### src/rtl/iodelay_pkg.sv
// Shared types and helpers for the IDELAY tap sequencer.
package iodelay_pkg;

  localparam int unsigned TAP_W_DEF = 6;

  typedef enum logic [2:0] {IDLE, RST, LATCH, INC, DONE} state_e;

  // Index width for n items, at least 1 bit.
  function automatic int unsigned clog2(input int unsigned n);
    int unsigned r;
    int unsigned v;
    r = 0;
    v = (n > 0) ? n - 1 : 0;
    while (v != 0) begin
      r++;
      v = v >> 1;
    end
    return (r == 0) ? 1 : r;
  endfunction

endpackage

### src/rtl/iodelay_tap_sequencer_if.sv
// Config-side request bus and IDELAY-side strobe bus of the tap sequencer.
interface iodelay_tap_sequencer_if import iodelay_pkg::*; #(
  parameter int unsigned NCH   = 4,
  parameter int unsigned TAP_W = TAP_W_DEF
);
  localparam int unsigned AW = clog2(NCH);

  logic [NCH-1:0]       req;
  logic [NCH*TAP_W-1:0] spec_delay;
  logic [NCH-1:0]       idly_rst;
  logic [NCH-1:0]       idly_ce;
  logic                 busy;
  logic                 done;
  logic [AW-1:0]        active_ch;
  logic [NCH*TAP_W-1:0] actual_delay;

  modport master (
    output req, spec_delay,
    input  idly_rst, idly_ce, busy, done, active_ch, actual_delay
  );

  modport slave (
    input  req, spec_delay,
    output idly_rst, idly_ce, busy, done, active_ch, actual_delay
  );

endinterface

### src/rtl/rr_arbiter.sv
// Round-robin pick of the first pending channel after last_i, wrapping at NCH.
module rr_arbiter import iodelay_pkg::*; #(
  parameter int unsigned NCH = 4
) (
  input  logic [NCH-1:0]        pending_i,
  input  logic [clog2(NCH)-1:0] last_i,
  output logic [NCH-1:0]        gnt_oh_o,
  output logic [clog2(NCH)-1:0] gnt_idx_o
);
  localparam int unsigned AW = clog2(NCH);

  logic [AW-1:0] cand;
  logic          found;

  always_comb begin
    gnt_oh_o  = '0;
    gnt_idx_o = '0;
    found     = 1'b0;
    cand      = last_i;
    for (int unsigned k = 0; k < NCH; k++) begin
      cand = (cand == AW'(NCH - 1)) ? '0 : cand + AW'(1);
      if (!found && pending_i[cand]) begin
        found           = 1'b1;
        gnt_oh_o[cand]  = 1'b1;
        gnt_idx_o       = cand;
      end
    end
  end

endmodule

### src/rtl/iodelay_tap_sequencer.sv
// Serialises per-channel IDELAY reloads: reset the element, then CE-strobe it up to the
// requested tap, tracking the taps driven into every channel.
module iodelay_tap_sequencer import iodelay_pkg::*; #(
  parameter int unsigned NCH     = 4,
  parameter int unsigned TAP_W   = TAP_W_DEF,
  parameter int unsigned RST_CYC = 2
) (
  input  logic                   clk40,
  input  logic                   rst_n,
  iodelay_tap_sequencer_if.slave bus
);
  localparam int unsigned AW  = clog2(NCH);
  localparam int unsigned RCW = 4;

  state_e                    state_q, state_d;
  logic [NCH-1:0]            pend_q, pend_d;
  logic [AW-1:0]             last_q, last_d;
  logic [AW-1:0]             ach_q, ach_d;
  logic [RCW-1:0]            rcnt_q, rcnt_d;
  logic [TAP_W-1:0]          cnt_q, cnt_d;
  logic [TAP_W-1:0]          tgt_q, tgt_d;
  logic [NCH-1:0][TAP_W-1:0] act_q, act_d;
  logic [NCH-1:0]            rst_q, rst_d;
  logic [NCH-1:0]            ce_q, ce_d;
  logic                      busy_q, busy_d;
  logic                      done_q, done_d;

  logic [NCH-1:0]            gnt_oh;
  logic [AW-1:0]             gnt_idx;
  logic [NCH-1:0]            sel_oh;
  logic [NCH-1:0][TAP_W-1:0] spec_arr;
  logic [TAP_W-1:0]          spec_sel;

  assign spec_arr = bus.spec_delay;
  assign spec_sel = spec_arr[ach_q];

  rr_arbiter #(.NCH(NCH)) u_arb (
    .pending_i (pend_q),
    .last_i    (last_q),
    .gnt_oh_o  (gnt_oh),
    .gnt_idx_o (gnt_idx)
  );

  // Next state; strobes are decoded from the next state so they line up with it.
  always_comb begin
    state_d = state_q;
    pend_d  = pend_q | bus.req;
    last_d  = last_q;
    ach_d   = ach_q;
    rcnt_d  = rcnt_q;
    cnt_d   = cnt_q;
    tgt_d   = tgt_q;
    act_d   = act_q;
    sel_oh  = NCH'(1) << ach_q;
    case (state_q)
      IDLE: begin
        if (|pend_q) begin
          ach_d          = gnt_idx;
          sel_oh         = gnt_oh;
          act_d[gnt_idx] = '0;
          rcnt_d         = '0;
          state_d        = RST;
        end
      end
      RST: begin
        rcnt_d = rcnt_q + RCW'(1);
        if (rcnt_q == RCW'(RST_CYC - 1)) state_d = LATCH;
      end
      LATCH: begin
        tgt_d   = spec_sel;
        cnt_d   = '0;
        state_d = (spec_sel == '0) ? DONE : INC;
      end
      INC: begin
        cnt_d        = cnt_q + TAP_W'(1);
        act_d[ach_q] = act_q[ach_q] + TAP_W'(1);
        if (cnt_d == tgt_q) state_d = DONE;
      end
      DONE: begin
        // A request arriving in the done cycle re-queues the channel.
        pend_d  = (pend_q & ~sel_oh) | bus.req;
        last_d  = ach_q;
        state_d = IDLE;
      end
      default: state_d = IDLE;
    endcase
    rst_d  = (state_d == RST) ? sel_oh : '0;
    ce_d   = (state_d == INC) ? sel_oh : '0;
    busy_d = (state_d != IDLE);
    done_d = (state_d == DONE);
  end

  always_ff @(posedge clk40) begin
    if (!rst_n) begin
      state_q <= IDLE;
      pend_q  <= '0;
      last_q  <= AW'(NCH - 1);
      ach_q   <= '0;
      rcnt_q  <= '0;
      cnt_q   <= '0;
      tgt_q   <= '0;
      act_q   <= '0;
      rst_q   <= '0;
      ce_q    <= '0;
      busy_q  <= 1'b0;
      done_q  <= 1'b0;
    end else begin
      state_q <= state_d;
      pend_q  <= pend_d;
      last_q  <= last_d;
      ach_q   <= ach_d;
      rcnt_q  <= rcnt_d;
      cnt_q   <= cnt_d;
      tgt_q   <= tgt_d;
      act_q   <= act_d;
      rst_q   <= rst_d;
      ce_q    <= ce_d;
      busy_q  <= busy_d;
      done_q  <= done_d;
    end
  end

  assign bus.idly_rst     = rst_q;
  assign bus.idly_ce      = ce_q;
  assign bus.busy         = busy_q;
  assign bus.done         = done_q;
  assign bus.active_ch    = ach_q;
  assign bus.actual_delay = act_q;

endmodule

### src/flat_wrapper.sv
// flat-port wrapper written by rule: the top's interface ports become plain ports
module iodelay_tap_sequencer_flat import iodelay_pkg::*;
#(
  parameter int unsigned NCH     = 4,
  parameter int unsigned TAP_W   = TAP_W_DEF,
  parameter int unsigned RST_CYC = 2
)
  (clk40, rst_n, bus_req, bus_spec_delay, bus_idly_rst, bus_idly_ce, bus_busy, bus_done, bus_active_ch, bus_actual_delay);
  iodelay_tap_sequencer_if #(.NCH(NCH), .TAP_W(TAP_W)) bus_i ();
  input  logic clk40;
  input  logic rst_n;
  input wire logic [$bits(bus_i.req)-1:0] bus_req;
  input wire logic [$bits(bus_i.spec_delay)-1:0] bus_spec_delay;
  output wire logic [$bits(bus_i.idly_rst)-1:0] bus_idly_rst;
  output wire logic [$bits(bus_i.idly_ce)-1:0] bus_idly_ce;
  output wire logic [$bits(bus_i.busy)-1:0] bus_busy;
  output wire logic [$bits(bus_i.done)-1:0] bus_done;
  output wire logic [$bits(bus_i.active_ch)-1:0] bus_active_ch;
  output wire logic [$bits(bus_i.actual_delay)-1:0] bus_actual_delay;
  assign bus_i.req = bus_req;
  assign bus_i.spec_delay = bus_spec_delay;
  assign bus_idly_rst = bus_i.idly_rst;
  assign bus_idly_ce = bus_i.idly_ce;
  assign bus_busy = bus_i.busy;
  assign bus_done = bus_i.done;
  assign bus_active_ch = bus_i.active_ch;
  assign bus_actual_delay = bus_i.actual_delay;
  iodelay_tap_sequencer #(.NCH(NCH), .TAP_W(TAP_W), .RST_CYC(RST_CYC)) u_core (.clk40(clk40), .rst_n(rst_n), .bus(bus_i));
endmodule
### config.mk
export PLATFORM = sky130hd
export DESIGN_NAME = iodelay_tap_sequencer_flat
export DESIGN_NICKNAME = d
export VERILOG_FILES = /design/src/rtl/iodelay_pkg.sv /design/src/rtl/iodelay_tap_sequencer_if.sv /design/src/rtl/rr_arbiter.sv /design/src/rtl/iodelay_tap_sequencer.sv /design/src/flat_wrapper.sv
export SDC_FILE = /design/constraint.sdc
export NUM_CORES = 1
export LEC_CHECK = 0
export CORE_UTILIZATION = 40
export CTS_CLUSTER_DIAMETER = 30
export CTS_CLUSTER_SIZE = 14
export DETAILED_ROUTE_END_ITERATION = 7
export PLACE_DENSITY = 0.69
export SLEW_MARGIN = 20
export SYNTH_ARGS = -nofsm -noshare
export SYNTH_HDL_FRONTEND = slang
export SYNTH_SLANG_ARGS = --single-unit
### constraint.sdc
create_clock -name clk40 -period 3.62 [get_ports clk40]
set_clock_uncertainty 0.1 [all_clocks]
set_input_delay 0.543 -clock clk40 [delete_from_list [all_inputs] [get_ports clk40]]
set_output_delay 0.543 -clock clk40 [all_outputs]
set_load 0.05 [all_outputs]
==> Yosys cells after proc, flatten, opt, wreduce, memory -nomap -nowiden <==
Index checks and enable logic that the tools add are counted.
{ "totals": {"elab_cells": 135, "out_inout_bits": 36, "reg_bits": 61, "input_bits": 30} }
{ "classes": {"muxes": 53, "bitwise_logic": 9, "shift": 1, "n_reduce_logical": 24, "n_lt_le_gt_ge": 12, "n_eq_ne": 14, "n_addsub": 7} }
{ "ops": {"columns": ["op", "n"], "rows": [
  ["one-hot mux 24 bit (2 select lines)", 1],
  ["2-to-1 mux 4 bit", 8],
  ["AND 24 bit", 1],
  ["binary-select mux 6 bit (select 2 bit)", 2],
  ["bitwise mux 24 bit", 1],
  ["demux 6 bit (select 2 bit)", 2],
  ["2-to-1 mux 24 bit", 1],
  ["2-to-1 mux 6 bit", 4],
  ["NOT 24 bit", 1],
  ["bitwise OR 4 bit", 5],
  ["less-than comparator 2 x 3 -> 1 bit (second input constant)", 6],
  ["2-to-1 mux 2 bit", 8],
  ["adder 6 x 1 -> 6 bit (second input constant)", 2],
  ["greater-or-equal comparator 2 x 1 -> 1 bit (second input constant)", 6],
  ["2-to-1 mux 3 bit", 4],
  ["one-hot mux 3 bit (4 select lines)", 1],
  ["one-hot mux 6 bit (2 select lines)", 1],
  ["2-to-1 mux 1 bit", 11],
  ["AND reduction 2 bit", 5],
  ["equality test 3 x 2 -> 1 bit (second input constant)", 3],
  ["logical AND 1 bit", 9],
  ["adder 2 x 1 -> 2 bit (second input constant)", 4],
  ["binary-select mux 1 bit (select 2 bit)", 4],
  ["demux 1 bit (select 2 bit)", 4],
  ["other kinds (17)", 26]
]} }

==> Depth between registers and ports, before layout <==
{ "logic_depth": {"depth_word": 22, "depth_mapped": 11, "mapped_depth_nobuf": 8} }

==> Cells and area by module <==
A second synthesis with hierarchy kept.
{ "unflattened": {"hier_cells": 389, "area_unflattened_um2": 3550.9} }
{ "modules_own_cells": {"columns": ["module", "instances", "cells_per_inst", "seq_area_each_um2", "area_each_um2"], "rows": [
  ["iodelay_tap_sequencer", 1, 314, 1221.2, 2995.4],
  ["rr_arbiter", 1, 75, 0.0, 555.5]
]} }

==> Worst setup path after synthesis <==
OpenSTA, ideal clock, no wires.
{ "synth_timing": {"path_kind": "reg-to-reg", "startpoint": "reg u_core.last_q[0]", "endpoint": "reg u_core.rst_q[1] (netlist: u_core.bus.idly_rst[1])", "slack_ps": 976, "stages_incl_launch_ff": 12, "path_buffers": 3, "t_required_ps": 3383, "t_arrival_ps": 2407, "setup_time_ps": 137, "synth_period_minus_slack_ps": 2644, "path_cell_list": "dfxtp_1 > buf_2 > inv_1 > ha_1 > clkbuf_1 > clkbuf_1 > nor2_1 > a32oi_1 > o32ai_1 > a41o_1 > a221oi_1 > a311oi_1"} }
{ "synth_between": {"elab_chain_len": 16, "elab_cells_between_ends": 58, "cone_classes": "add/sub: 4; order compare: 8; eq/ne: 4; mux: 29; bitwise: 3; reduce/logical: 10"} }
{ "synth_rtl": {"columns": ["item", "line_no", "rtl"], "rows": [
  ["start, declared", "iodelay_tap_sequencer.sv:17", "logic [AW-1:0] last_q, last_d;"],
  ["start signal, assigned", "iodelay_tap_sequencer.sv:97", "last_q <= AW'(NCH - 1);"],
  ["start signal, assigned", "iodelay_tap_sequencer.sv:110", "last_q <= last_d;"],
  ["adder 2 x 1 -> 2 bit or equality test 2 bit (tied branches)", "rr_arbiter.sv:21", "cand = (cand == AW'(NCH - 1)) ? '0 : cand + AW'(1);"],
  ["2-to-1 mux 2 bit (*)", "rr_arbiter.sv:21", null],
  ["adder 2 x 1 -> 2 bit, or another cell as far along", "rr_arbiter.sv:21", null],
  ["2-to-1 mux 2 bit or 2-to-1 mux 1 bit (tied branches)", "rr_arbiter.sv:21, rr_arbiter.sv:22", null],
  ["adder 2 x 1 -> 2 bit, or another cell as far along", "rr_arbiter.sv:21", null],
  ["2-to-1 mux 2 bit, or another cell as far along", "rr_arbiter.sv:21", null],
  ["adder 2 x 1 -> 2 bit, or another cell as far along", "rr_arbiter.sv:21", null],
  ["2-to-1 mux 2 bit, or another cell as far along", "rr_arbiter.sv:21", null],
  ["less-than comparator 2 x 3 -> 1 bit (not written as such), or another cell as far along", "rr_arbiter.sv:24", "gnt_oh_o[cand] = 1'b1;"],
  ["logical AND 1 bit (not written as such), or another cell as far along", "rr_arbiter.sv:24", null],
  ["2-to-1 mux 1 bit (not written as such), or another cell as far along", "rr_arbiter.sv:24", null],
  ["demux 1 bit (select 2 bit), or another cell as far along", "rr_arbiter.sv:24", null],
  ["bitwise OR 4 bit (no source line) or logical AND 1 bit (tied branches)", null, null],
  ["2-to-1 mux 4 bit (*)", "rr_arbiter.sv:22", "if (!found && pending_i[cand]) begin"],
  ["2-to-1 mux 4 bit (*)", "iodelay_tap_sequencer.sv:57", "if (|pend_q) begin"],
  ["2-to-1 mux 4 bit (*)", "iodelay_tap_sequencer.sv:55", "case (state_q)"],
  ["end signal, assigned", "iodelay_tap_sequencer.sv:116", "rst_q <= rst_d;"],
  ["end, declared", "iodelay_tap_sequencer.sv:23", "logic [NCH-1:0] rst_q, rst_d;"]
]} }
Every way passes the cells marked *; elsewhere a longest branch is shown, timed or not. The select of a mux whose other input is x is not followed.
A chain may end at the register's enable or synchronous reset.

==> Worst setup path in the final report <==
{ "layout_timing": {"startpoint": "reg u_core.last_q[1]", "endpoint": "reg u_core.act_q, in the netlist u_core.bus.actual_delay[23]"} }
{ "layout_between": {"elab_chain_len": 22, "elab_cells_between_ends": 42, "cone_classes": "add/sub: 4; order compare: 2; eq/ne: 4; mux: 23; bitwise: 2; reduce/logical: 7"} }
{ "layout_rtl": {"columns": ["item", "line_no", "rtl"], "rows": [
  ["adder 2 x 1 -> 2 bit or equality test 2 bit (tied branches)", "rr_arbiter.sv:21", null],
  ["2-to-1 mux 2 bit (*)", "rr_arbiter.sv:21", null],
  ["branches (longest 11 deep; another with adder 2 x 1 -> 2 bit)", null, null],
  ["2-to-1 mux 2 bit (*)", "rr_arbiter.sv:22", null],
  ["less-than comparator 2 x 3 -> 1 bit (not written as such) or greater-or-equal comparator 2 x 1 -> 1 bit (tied branches)", "iodelay_tap_sequencer.sv:60", "act_d[gnt_idx] = '0;"],
  ["logical AND 1 bit (not written as such)", "iodelay_tap_sequencer.sv:60", null],
  ["2-to-1 mux 6 bit (not written as such)", "iodelay_tap_sequencer.sv:60", null],
  ["demux 6 bit (select 2 bit) (*)", null, null],
  ["NOT 24 bit (no source line) (*)", null, null],
  ["AND 24 bit (no source line) (*)", null, null],
  ["2-to-1 mux 24 bit (*)", "iodelay_tap_sequencer.sv:57", null],
  ["one-hot mux 24 bit (2 select lines) (*)", "iodelay_tap_sequencer.sv:55", null],
  ["end signal, assigned", "iodelay_tap_sequencer.sv:115", "act_q <= act_d;"],
  ["end, declared", "iodelay_tap_sequencer.sv:22", "logic [NCH-1:0][TAP_W-1:0] act_q, act_d;"]
]} }
Every way passes the cells marked *. The select of a mux whose other input is x is not followed.

==> results <==
- Adding up every negative setup slack in the final design gives 0 ns.
- CTS placed an instance of clkbuf_8 at the clock tree root.
- At the end of the flow, the number of nets in the layout was 511.
- The startpoint-to-endpoint class of the critical path is reg2reg.
- Summed over all nets, wire length on met2 after detailed routing comes to 4.37 mm.
- The worst register-to-register path has a setup slack of 0.88 ns.
- Of all flip-flops after synthesis, the portion carrying an async set or reset was 0.
- Summing internal, switching and leakage power gives 1.82 mW.
- In the final routed layout, each cell accounts on average for 16.5 µm.
- The vertical die dimension is 94.7 µm.
- The slew of the pin with the lowest slew margin is 0.915 ns.
- Once detailed placement completed, the half-perimeter wirelength came to 6.79 mm.
- The number of antenna violations at the first check in global routing is 0.
- The worst setup path endpoint is u_core.bus.actual_delay[23].
- The flip-flop and latch count after synthesis is 61.
- The full die area is 0.00896 mm².
- Input and output buffers added on the ports amount to 65.
- The data arrival at the endpoint of the critical path is 2.86 ns.
- The clock reaches the later pin of the worst-skew pair after 0.36 ns.
- The number of H-tree levels is 3.
- The launching instance or port of the critical path is u_core.last_q[1].
- The ratio of routed vias to standard cells is 5.85.
- The post-cts hold buffer count is 0.
- The synthesized instance count is 418.
- The share of the cycle needed by the critical path after routing is 0.757.
- The worst slew slack as a fraction of its limit is 0.388.
- In the final layout, the share of cells above drive strength 1 is 0.0774.
- Counting the buffers created by CTS gives 9.
- The buffer depth of the longest clock path is 2.
- The aggregate global routing overflow is 0.
- The number of pins with negative max-slew slack in the final report is 0.
- The cell count along the critical path is 8.
- For this run, the register share of the synthesized area comes to 0.356.
- The number of enable flip-flop cells after synthesis is 0.
- Walking the worst path, the cells encountered are inv_1 -> ha_1 -> inv_1 -> a221oi_1 -> o211ai_1 -> a21oi_1 -> nand3b_1 -> a21oi_1.
- The number of remaining DRC errors is 0.
- The number of global-route vias before repair came to 3194.
- The synthesized net count is 456.
- The first detailed-routing pass ran for 5 iterations.
- For this run, the slowest stage of the critical path takes 0.60 ns.
- At the worst endpoint, the required time is 3.74 ns.
- In this run, distinct cell masters in the synthesized netlist total 53.
- The initial cell density of the core is 0.416.
- The layout-stage area growth over the synthesis result is 26.8%.
- The largest voltage drop on the vdd net is 0.210 mV.
- The worst path needs 2.74 ns of the cycle, external delays included.
- The warning count from the yosys run is 0.
- The number of hold violations in the final report is 0.
- Based on the critical path, the design can be clocked at up to 365 MHz.
- In the detailed route, the total length drawn on met3 is 497 µm.
- The weighted congestion at the end of routability-driven global placement is 0.852.
- The pin count of the biggest net entering global routing is 32.
- The primary flip-flop cell chosen by synthesis mapping is dfxtp_1.
- The first-iteration detailed-routing DRC count is 297.
- The sum of routed wire segments on met1 is 4.51 mm.
- The flow ran to the end, and the final reports show no timing, DRC or antenna violations.
- The buffers inserted during post-CTS setup optimization is 0.
- The total buffers and inverters traversed by the critical path is 2.
- The class of the worst hold path is reg2reg.
- The kind of cell with the highest combined delay along the critical path is compound AO/OA/AOI/OAI gates.
- From left edge to right edge, the die measures 94.7 µm.
- Dividing total power by cell area gives a power density of 417 mW/mm².
- 66 I/O pins were placed.
- Routed signal wires occupy layers up through met4.
- The leakage power of the design is 1.52 nW.
- The average instance in the mapped netlist occupies 8.22 µm².
- In this run the critical register-to-register path is launched from u_core.last_q[1].
- STA classifies the critical path endpoint as a flop.
- The capture instance of the worst register-to-register path is u_core.bus.actual_delay[23].
- The quantity of gates resized following cts is 0.
- The clock net sink count is 61.
- The critical-path cell with the highest stage delay is ha_1.
- The synthesized cell area is 0.00343 mm².
- The clock-pin slew of the registers on the worst-case setup and hold paths is 0.07 ns.
- The wire length of the first global-routing pass is 15.5 mm.
- After detailed routing, the total wire length is 9.60 mm.
- The setup violation total in the final timing report is 0.
- Across the run, the number of max-cap violations was 0.
- The number of cells on the worst reg-to-reg path is 8.
- The via count of the routed design is 3412.
- TritonCTS built the clock tree.
- The number of antenna-violating nets in the routed design is 0.
- The number of antenna repair diodes is 0.
- The kind of start point of the critical path is a flop.
- The critical-path maximum fanout is 18.
- The core region is 0.00826 mm².
- The cell row count is 33.
- The global-route usage over all layers is 0.223.
- Setup repair after global routing left no endpoint under its margin.
## kinds of logic after synthesis
group                      count (synthesis)  synth area share
muxes                                     12            0.0820
adders and majority gates                  8            0.0291
xor gates and xnor gates                  12            0.0306
buffers and inverters                     38            0.0452
DFF                                       61             0.356
and+or+nand+nor                          176             0.251
AOI/OAI and AO/OA                        111             0.206
## where the power goes
part / switching (mW) / leakage [nW] / internal, mW
Combinational: 0.254 / 0.932 / 0.180
Clock: 0.303 / 0.0918 / 0.320
Sequential: 0.0557 / 0.495 / 0.704
## cell usage after synthesis, drive strengths merged (5+ instances only)
cell type,count,area [µm²]
clkbuf,24,90.1
ha,8,100
nor2,44,165
a221oi,5,43.8
xnor2,7,61.3
nand2b,6,37.5
o21ai,20,104
nand2,49,184
nand3,20,105
a31oi,5,31.3
nor2b,8,50.1
xor2,5,43.8
inv,9,33.8
buf,5,31.3
a21oi,38,190
dfxtp,61,1220
mux4,12,282
nor3,17,85.1
nor3b,5,37.5
o22ai,8,50.1
## area by class of cell
class	count	area [µm²]
clock buffer	9	124
clock inverter	7	75.1
fill	768	3900
inverter	9	33.8
multi-input combinational	319	2060
sequential	61	1220
tap	105	131
timing repair buffer	73	711
## per-layer routing
metal | up-vias | GRT usage
met1 | 1621 | 0.312
met4 | 0 | 0.0972
met3 | 21 | 0.0459
met5 | - | 0
met2 | 121 | 0.330
li1 | 1649 | -
## per-stage QoR
step | cell area [µm²] | hold slack, ns | instances | utilization | setup WS, ns
2_1_floorplan | 3430 | 0.358 | 418 | - | 0.976
3_3_place_gp | 4160 | 0.376 | 567 | 0.503 | 0.765
3_5_place_dp | 4160 | 0.386 | 567 | 0.503 | 0.730
4_1_cts | 4350 | 0.396 | 583 | 0.527 | 0.898
5_1_grt | 4350 | 0.430 | 583 | 0.527 | 0.669
6_report | 4350 | 0.397 | 583 | 0.527 | 0.879
## worst min-delay path by stage
stage	startpoint	end	slack, ns	cells after the start
after floorplan	u_core.cnt_q[1]	u_core.cnt_q[1]	0.36	2
after global placement	u_core.cnt_q[1]	u_core.cnt_q[1]	0.38	2
after detailed placement	u_core.cnt_q[1]	u_core.cnt_q[1]	0.39	2
after CTS	u_core.cnt_q[1]	u_core.cnt_q[1]	0.40	2
after global routing	u_core.bus.actual_delay[4]	u_core.bus.actual_delay[4]	0.43	2
final	u_core.tgt_q[4]	u_core.tgt_q[4]	0.40	2
## state kept, by name, indices dropped and copies added, names as in the netlist
signal                   count
u_core.bus.actual_delay     24
u_core.cnt_q                 6
u_core.tgt_q                 6
u_core.bus.idly_ce           4
u_core.bus.idly_rst          4
u_core.pend_q                4
u_core.rcnt_q                4
u_core.state_q               3
u_core.bus.active_ch         2
u_core.last_q                2
u_core.bus.busy              1
u_core.bus.done              1
## cells in the final DEF, fill, tap and decap left out, types with 17 or more instances in the layout
| master | count |
|---|---|
| nand3_1 | 19 |
| nand2_1 | 49 |
| nor3_1 | 17 |
| o21ai_0 | 19 |
| clkdlybuf4s50_1 | 65 |
| a21oi_1 | 38 |
| nor2_1 | 44 |
| dfxtp_1 | 61 |
## worst register-to-register path, stage by stage, from the launching register on
cell and delay [ns]:
dfxtp_1 0.37, inv_1 0.10, ha_1 0.60, inv_1 0.21, a221oi_1 0.38, o211ai_1 0.20
a21oi_1 0.41, nand3b_1 0.17, a21oi_1 0.07
(Power assumes the default switching activity.)
==> edit 1 (config.mk and constraints unchanged) <==
The localparam `RCW` goes from 4 to 5.
--- a/src/rtl/iodelay_tap_sequencer.sv
+++ b/src/rtl/iodelay_tap_sequencer.sv
@@ -11,5 +11,5 @@
 );
   localparam int unsigned AW  = clog2(NCH);
-  localparam int unsigned RCW = 4;
+  localparam int unsigned RCW = 5;
 
   state_e                    state_q, state_d;
Behaviour: no difference found for any inputs over 10 cycles, from zero or initial values and one cycle with rst_n low; that may be too few to reach the edited logic, so the function may still have changed.
==> edit 1 against the unedited design <==
Routed wire length is 1.5% lower. Largest cell class unchanged. Hold slack worse by 22 ps. Area after synthesis is 2.2% higher. Sequential cell count is 1 higher. Count of clock-buffer cells in the layout is 1 higher. Setup slack worse by 210 ps. Combinational power is 12% lower. Total power is 0.58% higher. Final area is 1.8% higher.
==> edit 1: results (changes against the unedited design) <==
| Metric | Value |
|---|---|
| H-tree depth | `3 (unchanged)` |
| Vias in the first global route | `3019 (-5.5%)` |
| P_leak | `1.52 nW (about the same)` |
| GP Congestion | `0.878 (+3.1%)` |
| Layout fillers | `786 (+2.3%)` |
| Nets | `494 (-3.3%)` |
| Seq/Total Area, Yosys | `35.4% (-0.20 points)` |
| Max clock buf depth | `2 (unchanged)` |
| Initial antenna violation count | `0 (unchanged)` |
| Pre-antenna DRT Iters | `5 (unchanged)` |
| Area leader, netlist | `dfxtp_1` |
| Gr usage total | `21.5% (-0.86 points)` |
| Row count | `33 (unchanged)` |
| Post-DR vias/cell | `5.96 (+1.9%)` |
| First-pass GRT wire length | `15.0 mm (-3.3%)` |
| Root buffer cell | `clkbuf_8` |
| Max reg flops | `24 (unchanged)` |
| CTS clk-pin slew, worst paths | `70 ps (about the same)` |
| Worst slew pin tran | `1130 ps (+213 ps)` |
| Synth async-reset ratio | `0% (unchanged)` |
| Pin count of the biggest net entering global routing | `34 (+6.3%)` |
| Post-CTS sizing | `0 (unchanged)` |
| Post-synth top cells | `dfxtp_1, nor2_1, nand3_1` |
| Data arrival time of the critical path | `3060 ps (+200 ps)` |
| Clock Latency Late Sink | `360 ps (about the same)` |
| Post-CTS Setup Bufs | `0 (unchanged)` |
| Critical path peak fanout | `12 (-6)` |
| Area contributors post-synth | `dfxtp_1, mux4_2, nor2_1, nand3_1, ha_1` |
| Switching part of the total | `30.7% (-3.1 points)` |
| Status | `finished clean` |
| Ratio of cells with drive above 1 in the final layout | `8.99% (+1.3 points)` |
| Distinct cells, synth | `59 (+11%)` |
| Worst VDD drop | `0.289 mV (+38%)` |
| Flop-to-flop setup slack | `670 ps (-210 ps)` |
| Post-synth net total | `440 (-3.5%)` |
| Port Buf Inserts | `65 (unchanged)` |
| Iteration-0 DRC Markers | `206 (-31%)` |
| Synth warn | `0 (unchanged)` |
| HP Class | `reg -> reg` |
| Antenna Cells | `0 (unchanged)` |
| Drt wl/cell | `16.8 um (+2.4%)` |
| Total CTS buffers | `9 (unchanged)` |
| Post-DP HPWL | `6.70 mm (-1.3%)` |
## edit 1: logic make-up after synthesis
kind of cell             share of synthesized area [%]
flip-flops                                        35.4
AO/OA/AOI/OAI                                     20.2
AND/OR/NAND/NOR                                   22.4
XOR/XNOR                                          3.24
multiplexers                                      10.7
adder cells (fa/ha/maj)                           4.28
buffers and inverters                             3.81
## edit 1: path summary, 6_finish.rpt
| check | end | cells past startpoint | startpoint |
|---|---|---|---|
| setup / recovery | u_core.bus.actual_delay[16] | 8 | u_core.last_q[1] |
| hold / removal | u_core.rcnt_q[4] | 1 | u_core.rcnt_q[4] |
| setup reg to reg | u_core.bus.actual_delay[16] | 8 | u_core.last_q[1] |
| hold reg to reg | u_core.rcnt_q[4] | 1 | u_core.rcnt_q[4] |
## edit 1: power by group through the flow
stage | Clock, mW | Sequential [mW] | Combinational (mW)
after floorplan | 0 | 0.786 | 0.238
after global placement | 0 | 0.759 | 0.374
after detailed placement | 0 | 0.761 | 0.382
after CTS | 0.701 | 0.745 | 0.383
after global routing | 0.732 | 0.750 | 0.411
final | 0.698 | 0.745 | 0.384
## edit 1: final cells by class
| cell class | instances | area share, % |
|---|---|---|
| Sequential cell | 62 | 28.0 |
| Clock buffer | 10 | 3.10 |
| Multi-Input combinational cell | 304 | 48.2 |
| Clock inverter | 5 | 1.89 |
| Inverter | 6 | 0.508 |
| Tap cell | 105 | 2.96 |
| Timing Repair Buffer | 69 | 15.4 |
## edit 1: worst max-delay path, stage by stage, from the launching register on
cell,delay (ps)
dfxtp_1,400
inv_1,130
ha_1,450
xnor2_1,380
mux2i_1,330
and4b_4,330
o221ai_4,160
a21oi_2,380
o32ai_1,160
## edit 1: per-stage QoR
step | hold WS, ps | cell area, sq um | cells | worst slack [ps] | utilization [%]
2_1_floorplan | 324 | 3510 | 398 | 747 | -
3_3_place_gp | 346 | 4210 | 546 | 687 | 50.5
3_5_place_dp | 357 | 4210 | 546 | 636 | 50.5
4_1_cts | 372 | 4430 | 561 | 683 | 53.2
5_1_grt | 395 | 4430 | 561 | 444 | 53.2
6_report | 375 | 4430 | 561 | 667 | 53.2
## edit 1: per-layer routing
layer  vias to the layer above  wire length (um)  GRT usage (%)
li1                       1591                 -              -
met1                      1617              4150           28.5
met2                       120              4570           34.6
met3                        16               607           5.66
met4                         0               124           5.22
met5                         -                 0              0
==> edit 2 (same settings) <==
Made on the original files. Encoding of `state_e`: now one-hot (5 bits for 5 states).
--- a/src/rtl/iodelay_pkg.sv
+++ b/src/rtl/iodelay_pkg.sv
@@ -4,5 +4,5 @@
   localparam int unsigned TAP_W_DEF = 6;
 
-  typedef enum logic [2:0] {IDLE, RST, LATCH, INC, DONE} state_e;
+  typedef enum logic [4:0] {IDLE = 5'b00001, RST = 5'b00010, LATCH = 5'b00100, INC = 5'b01000, DONE = 5'b10000} state_e;
 
   // Index width for n items, at least 1 bit.
Formal check against the unedited RTL: same outputs for any inputs over 10 cycles, from zero or initial values and one cycle with rst_n low; not proved beyond that.
==> edit 2 against the unedited design <==
Cell count is 11% lower. Die area decreased by 4.2%. Sequential power down 3.4%. Synthesized cell count is 16% lower. Highest routed layer unchanged. Area after synthesis fell by 4.3%. Sequential cell count increased by 2. Final area shrank 2.2%. Total power is 3.8% lower. Setup slack lost 120 ps. Largest power group is now clock. Routed wire length is 13% lower. Global-route usage shrank 2.1 points. Via count decreased by 15%. Largest cell class unchanged.
==> edit 2: results (changes against the unedited design) <==
| Metric | Value |
|---|---|
| Max Used Layer | `met4` |
| Via count | `2896 (-15%)` |
| Met1 WL | `3.84 mm (-15%)` |
| Met1 Usage GRT | `27.7% (-3.5 points)` |
| Distinct cells, synth | `55 (+3.8%)` |
| Gr usage total | `20.2% (-2.1 points)` |
| Seq/Total Area, Yosys | `38.4% (+2.8 points)` |
| Compound-Gate Fraction of Synth Area | `17.6% (-3.0 points)` |
| Post-placement cell area | `4010 sq um (-3.4%)` |
| Status | `finished clean` |
| Pin count of the biggest net entering global routing | `24 (-25%)` |
| HP Class | `reg -> reg` |
| Synth warn | `0 (unchanged)` |
| Initial antenna violation count | `0 (unchanged)` |
| Routed WL | `8.38 mm (-13%)` |
| First-pass GRT wire length | `13.4 mm (-13%)` |
| Post-DP HPWL | `5.98 mm (-12%)` |
| Combinational power share | `14.6% (-9.3 points)` |
| Pre-antenna DRT Iters | `5 (unchanged)` |
| Internal power | `1.28 mW (+6.7%)` |
| Vias in the first global route | `2701 (-15%)` |
| DR WL met2 | `3.92 mm (-10%)` |
| Met3 Use GR | `5.17% (+0.58 points)` |
| Antenna Cells | `0 (unchanged)` |
| CP top delay family | `simple AND/OR/NAND/NOR gates` |
| WL met3 | `492 um (-1.0%)` |
| Synth async-reset ratio | `0% (unchanged)` |
| Post-CTS Setup Bufs | `0 (unchanged)` |
| Adder-Cell Fraction of Synth Area | `3.05% (+0.13 points)` |
| Max stage delay on crit path | `510 ps (-90 ps)` |
| Iteration-0 DRC Markers | `155 (-48%)` |
| Max clock buf depth | `2 (unchanged)` |
| Multiplexer share of the synthesized area | `12.4% (+4.2 points)` |
| Pwr/cell area | `410 nW/um^2 (-1.6%)` |
| Nets | `452 (-12%)` |
| Headroom to the max-slew limit | `50.2% (+11 points)` |
| Critical path peak fanout | `11 (-7)` |
| Max reg flops | `24 (unchanged)` |
| Syn_area_per_cell | `9.36 sq um (+14%)` |
| GP Congestion | `0.881 (+3.3%)` |
| Data arrival time of the critical path | `2990 ps (+130 ps)` |
| Post-synth top cells | `dfxtp_1, nor2_1, nand2_1` |
| CTS clk-pin slew, worst paths | `70 ps (about the same)` |
| Ratio of cells with drive above 1 in the final layout | `10.5% (+2.8 points)` |
| XOR/XNOR Fraction of Synth Area | `3.47% (+0.41 points)` |
| Worst VDD drop | `0.272 mV (+30%)` |
| Layout fillers | `739 (-3.8%)` |
| H-tree depth | `3 (unchanged)` |
| Met2 Usage GRT | `31.2% (-1.7 points)` |
| Post-DR vias/cell | `5.56 (-5.0%)` |
| Clock Power Share | `43.4% (+9.1 points)` |
| Post-synth net total | `389 (-15%)` |
| Port Buf Inserts | `65 (unchanged)` |
| Area contributors post-synth | `dfxtp_1, mux4_2, nor2_1, o2bb2ai_1, nand2_1` |
| DP Cell Count | `505 (-11%)` |
| Max stage delay cell, worst path | `dfxtp_1` |
| P_leak | `1.59 nW (+4.8%)` |
edit 2: layout make-up:
class                           count  area share (%)
Clock buffer                        9            2.91
Clock inverter                      7            2.82
Inverter                           11           0.970
Multi-Input combinational cell    258            44.3
Sequential cell                    63            29.6
Tap cell                          102            3.00
Timing Repair Buffer               71            16.3
edit 2: path summary, 6_finish.rpt:
check	endpoint	slack, ps	cells after the start	startpoint
setup / recovery	u_core.bus.actual_delay[17]	760	8	u_core.last_q[0]
hold / removal	u_core.bus.actual_delay[4]	380	2	u_core.bus.actual_delay[4]
setup reg to reg	u_core.bus.actual_delay[17]	760	8	u_core.last_q[0]
hold reg to reg	u_core.bus.actual_delay[4]	380	2	u_core.bus.actual_delay[4]
edit 2: per-stage QoR:
step	utilization, %	worst slack, ps
2_1_floorplan	-	1060
3_3_place_gp	51.1	899
3_5_place_dp	51.1	819
4_1_cts	54.2	779
5_1_grt	54.2	600
6_report	54.2	763
